==> config.mk <==
export PLATFORM = sky130hd
export DESIGN_NAME = pinmux_dio_in_filter
export DESIGN_NICKNAME = d
export VERILOG_FILES = /design/src/rtl/pinmux_dio_in_filter.sv
export SDC_FILE = /design/constraint.sdc
export NUM_CORES = 1
export LEC_CHECK = 0
export ABC_AREA = 1
export BUFFER_PORTS_ARGS = -buffer_cell sky130_fd_sc_hd__buf_4
export CORE_UTILIZATION = 48
export DETAILED_ROUTE_END_ITERATION = 6
export GPL_TIMING_DRIVEN = 0
export PLACE_DENSITY = 0.77
export SLEW_MARGIN = 25
export SYNTH_ARGS = -nofsm -noshare
export SYNTH_HDL_FRONTEND = slang
export SYNTH_SLANG_ARGS = --single-unit
export TNS_END_PERCENT = 5
==> constraint.sdc <==
create_clock -name clk_i -period 38.5 [get_ports clk_i]
set_input_delay 0 -clock clk_i [delete_from_list [all_inputs] [get_ports clk_i]]
set_output_delay 0 -clock clk_i [all_outputs]
set_load 0.02 [all_outputs]
==> src/rtl/pinmux_dio_in_filter.sv <==
// pinmux_dio_in_filter: two-flop DIO pad synchroniser with optional per-pad stable-count
// glitch filter, edge pulses and a saturating rejected-glitch counter.
module pinmux_dio_in_filter #(
  parameter int NumPads = 24,
  parameter int FilterCycles = 4,
  parameter logic [NumPads-1:0] PadIsFiltered = '1,
  parameter int GlitchCntW = 16
) (
  input  logic                  clk_i,
  input  logic                  rst_i,
  input  logic [NumPads-1:0]    pad_in_i,
  input  logic [NumPads-1:0]    filter_en_i,
  input  logic                  glitch_clr_i,
  output logic [NumPads-1:0]    pad_filt_o,
  output logic [NumPads-1:0]    rise_o,
  output logic [NumPads-1:0]    fall_o,
  output logic [GlitchCntW-1:0] glitch_cnt_o
);
  localparam int CntW = $clog2(FilterCycles);
  localparam int SumW = $clog2(NumPads + 1);
  localparam int AccW = (GlitchCntW > SumW ? GlitchCntW : SumW) + 1;
  logic [NumPads-1:0] sync1, sync2, filt_d;
  logic [CntW-1:0] cnt_q [NumPads];
  logic [CntW-1:0] cnt_d [NumPads];
  logic [SumW-1:0] glitch_sum;
  logic [AccW-1:0] cnt_sum;
  always_comb begin
    glitch_sum = '0;
    for (int i = 0; i < NumPads; i++) begin
      filt_d[i] = pad_filt_o[i];
      cnt_d[i] = '0;
      if (!(PadIsFiltered[i] && filter_en_i[i])) filt_d[i] = sync2[i];
      else if (sync2[i] != pad_filt_o[i]) begin
        if (cnt_q[i] == CntW'(FilterCycles - 1)) filt_d[i] = sync2[i];
        else cnt_d[i] = cnt_q[i] + CntW'(1);
      end else if (cnt_q[i] != '0) glitch_sum = glitch_sum + SumW'(1);
    end
  end
  assign cnt_sum = AccW'(glitch_cnt_o) + AccW'(glitch_sum);
  // Any bit above the counter width means the add overflowed: saturate.
  always_ff @(posedge clk_i or posedge rst_i) begin
    if (rst_i) begin
      sync1 <= '0;
      sync2 <= '0;
      pad_filt_o <= '0;
      rise_o <= '0;
      fall_o <= '0;
      cnt_q <= '{default: '0};
      glitch_cnt_o <= '0;
    end else begin
      sync1 <= pad_in_i;
      sync2 <= sync1;
      pad_filt_o <= filt_d;
      rise_o <= filt_d & ~pad_filt_o;
      fall_o <= ~filt_d & pad_filt_o;
      cnt_q <= cnt_d;
      glitch_cnt_o <= glitch_clr_i ? '0 : (|cnt_sum[AccW-1:GlitchCntW]) ? '1 : cnt_sum[GlitchCntW-1:0];
    end
  end
endmodule
* Word-level counts from Yosys, hierarchy flattened
Index checks and enable logic that the tools add are counted.
** Storage, ports and cells
- Register bits after elaboration :: 184
- Bits of input ports :: 51
- Output and inout port bits :: 88
- Word-level logic and storage cells :: 372
** Operators by class
- $add $sub $neg :: 48
- Eq/ne operators :: 48
- Multiplexer cells :: 218
- Bitwise gates (word level) :: 4
- Reduce and logical (&&, ||, !) cells :: 24
** Operators by type and width (count)
- $mux 5 :: 71
- $mux 2 :: 72
- $add 5x1->5 const B :: 23
- $mux 1 :: 73
- $add 2x1->2 const B :: 24
- $and 24x24->24 :: 2
- $eq 2x2->1 const B :: 24
- $not 24->24 :: 2
- $reduce_bool 2->1 :: 24
- $mux 16 :: 2
- $ne 1x1->1 :: 24
- $add 16x5->17 :: 1

* Depth between registers and ports, before layout
- Word-level depth :: 99
- Gate-level depth with buffers :: 106

* Worst setup path after synthesis
No wires, ideal clock.
- Kind :: reg2reg
- From :: register pad_filt_o[0]
- To :: register glitch_cnt_o[15]
- Setup time :: 0.123 ns
- Arrival :: 12.575 ns
- Required time :: 38.377 ns
- Slack :: 25.802 ns
- Cell stages (with the launch flop) :: 98
- Period minus slack after synthesis :: 12.698 ns
- Cell sequence :: dfrtp_1 inv_1 nand2_1 nand3_1 inv_1 ha_1 inv_1 nand4_1 nand2_2 inv_1 ha_1 inv_1 nand2_1 nand2_1 inv_1 nand3_1 nand2_1 inv_1 [62 not listed] o21ai_0 inv_1 ha_1 nand2_1 o21ai_0 ha_1 nand3_1 nand2_1 a21oi_1 o21ai_0 nand3_1 nor2_1 nand3_1 nor2_1 inv_1 o21a_1 o31ai_1 inv_1
** Between the ends
- Word-level cells in the longest chain between the ends :: 98
** RTL lines
- from (decl) :: line 14 : output logic [NumPads-1:0] pad_filt_o,
- from (signal assigned) :: line 53 : pad_filt_o <= filt_d;
- $ne 1x1->1 * :: line 33 : else if (sync2[i] != pad_filt_o[i]) begin
- $mux 5 * :: line 33
- $mux 5 * :: line 32 : if (!(PadIsFiltered[i] && filter_en_i[i])) filt_d[i] = sync2[i];
- $add 5x1->5 :: line 36 : end else if (cnt_q[i] != '0) glitch_sum = glitch_sum + SumW'(1);
- $mux 5 :: line 36
- $mux 5 :: line 33
- $mux 5 * :: line 32
- $add 5x1->5 :: line 36
- [81 not listed]
- $mux 5 :: line 33
- $mux 5 * :: line 32
- $add 5x1->5 :: line 36
- $mux 5 :: line 36
- $mux 5 :: line 33
- $mux 5 * :: line 32
- $add 16x5->17 * :: line 39 : assign cnt_sum = AccW'(glitch_cnt_o) + AccW'(glitch_sum);
- $mux 16 * (2 in a row) :: line 57 : glitch_cnt_o <= glitch_clr_i ? '0 : (|cnt_sum[AccW-1:GlitchCntW]) ? '1 : cnt_sum[GlitchCntW-1:0];
- to (signal assigned) :: line 57
- to (decl) :: line 17 : output logic [GlitchCntW-1:0] glitch_cnt_o
Mark *: on every way between the ends. The rest lies on a longest branch, timed or not.

* Worst setup path after layout
- From :: register cnt_q[46] (netlist bit)
- To :: register glitch_cnt_o[15]
** Between the ends
- Word-level cells in the longest chain between the ends :: 99
** RTL lines
- from (decl) :: line 23 : logic [CntW-1:0] cnt_q [NumPads];
- from (signal assigned) :: line 56 : cnt_q <= cnt_d;
- $reduce_bool 2->1 * :: line 36
- $mux 1 * :: line 36
- $mux 5 * :: line 33
- $mux 5 * :: line 32
- $add 5x1->5 :: line 36
- $mux 5 :: line 36
- $mux 5 :: line 33
- $mux 5 * :: line 32
- [82 not listed]
- $mux 5 :: line 33
- $mux 5 * :: line 32
- $add 5x1->5 :: line 36
- $mux 5 :: line 36
- $mux 5 :: line 33
- $mux 5 * :: line 32
- $add 16x5->17 * :: line 39
- $mux 16 * (2 in a row) :: line 57
Marked as above.

==> flow_summary_export.csv <==
group,metric,value,unit
worst_setup_path,crit_slowest_cell,"dfrtp_1",
timing,slew_headroom,31.5,%
clock_tree,htree_levels,4,
power_and_ir_drop,p_total,549,µW
logic_synthesis,syn_area,10700,µm²
placed_design,io_buffer_count,137,
global_route,grt_pass1_vias,8670,
worst_setup_path,setup.worst_path.class,"register to register",
placed_design,gp_congestion,0.852,
final_layout,regArea,4600,µm²
floorplanning,boundaryPins,139,
power_and_ir_drop,power.density,41.6,nW/µm²
clock_tree,cts_tree,"done",
timing,tns,0,ns
routing,dr.pass1.iters,5,
clock_tree,cts.sinks,184,
routing,drtIter0Drc,380,
timing,final.min_clock_period,14.38,ns
timing,drv_slew,0,
worst_setup_path,rr_worst_depth,98,
floorplanning,die-area,22800,µm²
floorplanning,core_region_area,21800,µm²
timing,setup_viol,0,
final_layout,n_antenna_cell,0,
worst_setup_path,cp.arrival,14.72,ns
logic_synthesis,ys_ff_latch,184,
power_and_ir_drop,ir_worst_vdd,29.9,µV
logic_synthesis,syn_nets,1528,
clock_tree,clk_pin_slew_worst_paths,0.08,ns
clock_tree,cts_resized,0,
worst_setup_path,cp_slowest_stage_delay,0.35,ns
logic_synthesis,syn_avg_cell_area,7.61,µm²
final_layout,fillers,1850,
clock_tree,cts-buffers-inserted,17,
worst_setup_path,path_common_cell,"nand2_1",
floorplanning,initial_core_util,48.8,%
routing,dr_total_vias,9138,
timing,finalCritPeriodShare,37.4,%
global_route,globalRouteTotalUtil,19.9,%
global_route,grt_overflow,0,
final_layout,final_layout_size_suffix_gt1_share,15.1,%
routing,wire_per_inst,11.4,µm
placed_design,dp_hpwl,16200,µm
floorplanning,die-height,151,µm
clock_tree,clk_latency,0.44,ns
logic_synthesis,ys.warnings.count,0,
clock_tree,clock_tree.buffer_depth,2,
clock_tree,cts_root_buf,"clkbuf_16",
final_layout,nets,1736,
timing,worst_pin_slew,1.02,ns
timing,hold_ws,0.0967,ns
timing,rsz0062_at_grt,"no",
timing,fin_skew,0.0167,ns
worst_setup_path,end_kind,"register",
routing,vias_per_cell,4.81,
outcome,status,"completed",
worst_setup_path,cp.required,38.83,ns
worst_setup_path,start_kind,"register",
global_route,grt_pass1_wl,36900,µm
global_route,antenna_found_initial,0,
routing,routed_wl,21600,µm
worst_setup_path,path_max_fanout,3,
floorplanning,num_rows,54,
routing,drc,0,
final_layout,area_growth_syn_to_layout,23.9,%
final_layout,multiInputGateArea,4980,µm²
run,drv_cap,0,
floorplanning,die_w,151,µm
timing,report.final.hold_viol_count,0,
logic_synthesis,synth_seq_area_share,43.2,%
routing,drt.antenna.violating_nets,0,
timing,max_freq,69.5,MHz
power_and_ir_drop,p_leak,7.39,nW
logic_synthesis,synth_cell_type_count,34,
global_route,grt_max_degree,75,
logic_synthesis,syn_inst,1400,
hold_path,hold_path.class,"primary input to asynchronous set/reset pin",
report_power, final:
part / leakage [nW] / switching, mW / internal [mW] / total, mW
sequential: 2.35 / 0.00886 / 0.207 / 0.215
clock: 0.286 / 0.0874 / 0.0869 / 0.174
combinational: 4.75 / 0.0982 / 0.0608 / 0.159
total: 7.39 / 0.194 / 0.354 / 0.549
final cells by class:
class / instances / share of cell area, %
multi-input combinational: 927 / 37.8
timing repair buffer: 189 / 12.0
clock inverter: 14 / 1.19
clock buffer: 17 / 3.22
sequential: 184 / 34.9
buffer: 1 / 0.0284
inverter: 288 / 8.25
tap: 280 / 2.66
flip-flops by register name, indices dropped and copies added (netlist names):
signal and flops:
sync2 24, glitch_cnt_o 16, cnt_q 48, sync1 24, rise_o 24, fall_o 24
pad_filt_o 24
path summary, 6_finish.rpt:
check / startpoint / endpoint / slack (ns)
min: rst_i / sync1[15]$_DFF_PP0_ / 0.1
max: cnt_q[46]$_DFF_PP0_ / glitch_cnt_o[15]$_DFF_PP0_ / 24.12
min in group clk_i: pad_in_i[22] / sync1[22]$_DFF_PP0_ / 0.20
max in group asynchronous: rst_i / cnt_q[13]$_DFF_PP0_ / 37.74
min reg2reg: sync1[8]$_DFF_PP0_ / sync2[8]$_DFF_PP0_ / 0.35
max reg2reg: cnt_q[46]$_DFF_PP0_ / glitch_cnt_o[15]$_DFF_PP0_ / 24.12
repair_timing:
| action | CTS | global route |
|---|---|---|
| endpoints found under the hold margin | 284 | 0 |
| buffers inserted | 0 | 0 |
| hold buffers | 50 | 0 |
worst max-delay path: cells and delay by family, from the launching register on:
kind,cells,cell delay (ns)
fa+ha+maj,15,4.07
compound gates,9,1.90
simple gates,54,6.68
buf+inv,20,1.29
flops,1,0.35
synthesized netlist by cell type:
cell | n | share of area [%]
a21oi_1 | 10 | 0.47
a31oi_1 | 2 | 0.12
and2_4 | 1 | 0.082
buf_1 | 1 | 0.035
clkinv_1 | 3 | 0.11
dfrtp_1 | 184 | 43
fa_1 | 1 | 0.19
ha_1 | 76 | 8.9
inv_1 | 276 | 9.7
inv_2 | 9 | 0.32
nand2_1 | 314 | 11
nand2_2 | 24 | 1.4
nand2_4 | 8 | 0.85
nand3_1 | 140 | 6.6
nand3_2 | 15 | 1.4
nand3b_1 | 11 | 0.78
nand4_1 | 5 | 0.29
nand4_2 | 1 | 0.12
nor2_1 | 184 | 6.5
nor2_2 | 2 | 0.12
nor2b_1 | 1 | 0.059
nor3_1 | 25 | 1.2
nor4_1 | 38 | 2.2
nor4_4 | 2 | 0.40
o211ai_1 | 1 | 0.071
o21a_1 | 1 | 0.071
o21ai_0 | 41 | 1.9
o21ai_1 | 1 | 0.047
o31ai_1 | 2 | 0.14
or2_1 | 2 | 0.12
or2_2 | 7 | 0.41
xnor2_1 | 7 | 0.58
xor2_1 | 4 | 0.33
xor2_2 | 1 | 0.15
layer usage:
layer	GRT usage, %	vias up	part of all wire [%]
li1	-	4785	-
met3	2.65	18	3.1
met5	0	-	0
met1	25.7	4188	47
met2	35.0	147	48
met4	5.35	0	1.0
cell usage in the layout (no fill, tap or decap), types with 3 or more instances in the layout:
| master | netlist | final |
|---|---|---|
| xnor2_1 | 7 | 7 |
| nor4_2 | 0 | 3 |
| o21ai_0 | 41 | 41 |
| clkinv_8 | 0 | 4 |
| nand2_2 | 24 | 24 |
| buf_4 | 0 | 137 |
| nand2_4 | 8 | 8 |
| nand3_2 | 15 | 15 |
| inv_1 | 276 | 275 |
| nor4_1 | 38 | 35 |
| xor2_1 | 4 | 4 |
| ha_1 | 76 | 76 |
| inv_2 | 9 | 9 |
| nand4_1 | 5 | 5 |
| nand3b_1 | 11 | 11 |
| a21oi_1 | 10 | 10 |
| inv_8 | 0 | 4 |
| dlygate4sd3_1 | 0 | 50 |
| nand2_1 | 314 | 314 |
| dfrtp_1 | 184 | 184 |
| nor3_1 | 25 | 25 |
| inv_6 | 0 | 5 |
| or2_2 | 7 | 7 |
| nor2_1 | 184 | 184 |
| clkbuf_16 | 0 | 17 |
| clkinv_1 | 3 | 3 |
| nand3_1 | 140 | 140 |
through the flow:
stage	area, µm²	util [%]	setup WS [ns]	cells
2_1_floorplan	10700	-	25.80	1400
3_3_place_gp	12000	55.1	24.55	1817
3_5_place_dp	12100	55.4	24.25	1819
4_1_cts	13200	60.4	24.05	1900
5_1_grt	13200	60.5	22.46	1900
6_report	13200	60.5	24.12	1900
cells by family after synthesis:
kind of cell | count (synthesis) | share of synthesized area, %
flip-flops | 184 | 43.2
buffers and inverters | 289 | 10.2
XOR/XNOR | 12 | 1.06
adder cells (fa/ha/maj) | 77 | 9.12
AND/OR/NAND/NOR | 780 | 33.6
AO/OA/AOI/OAI | 58 | 2.84
(Power assumes the default switching activity.)
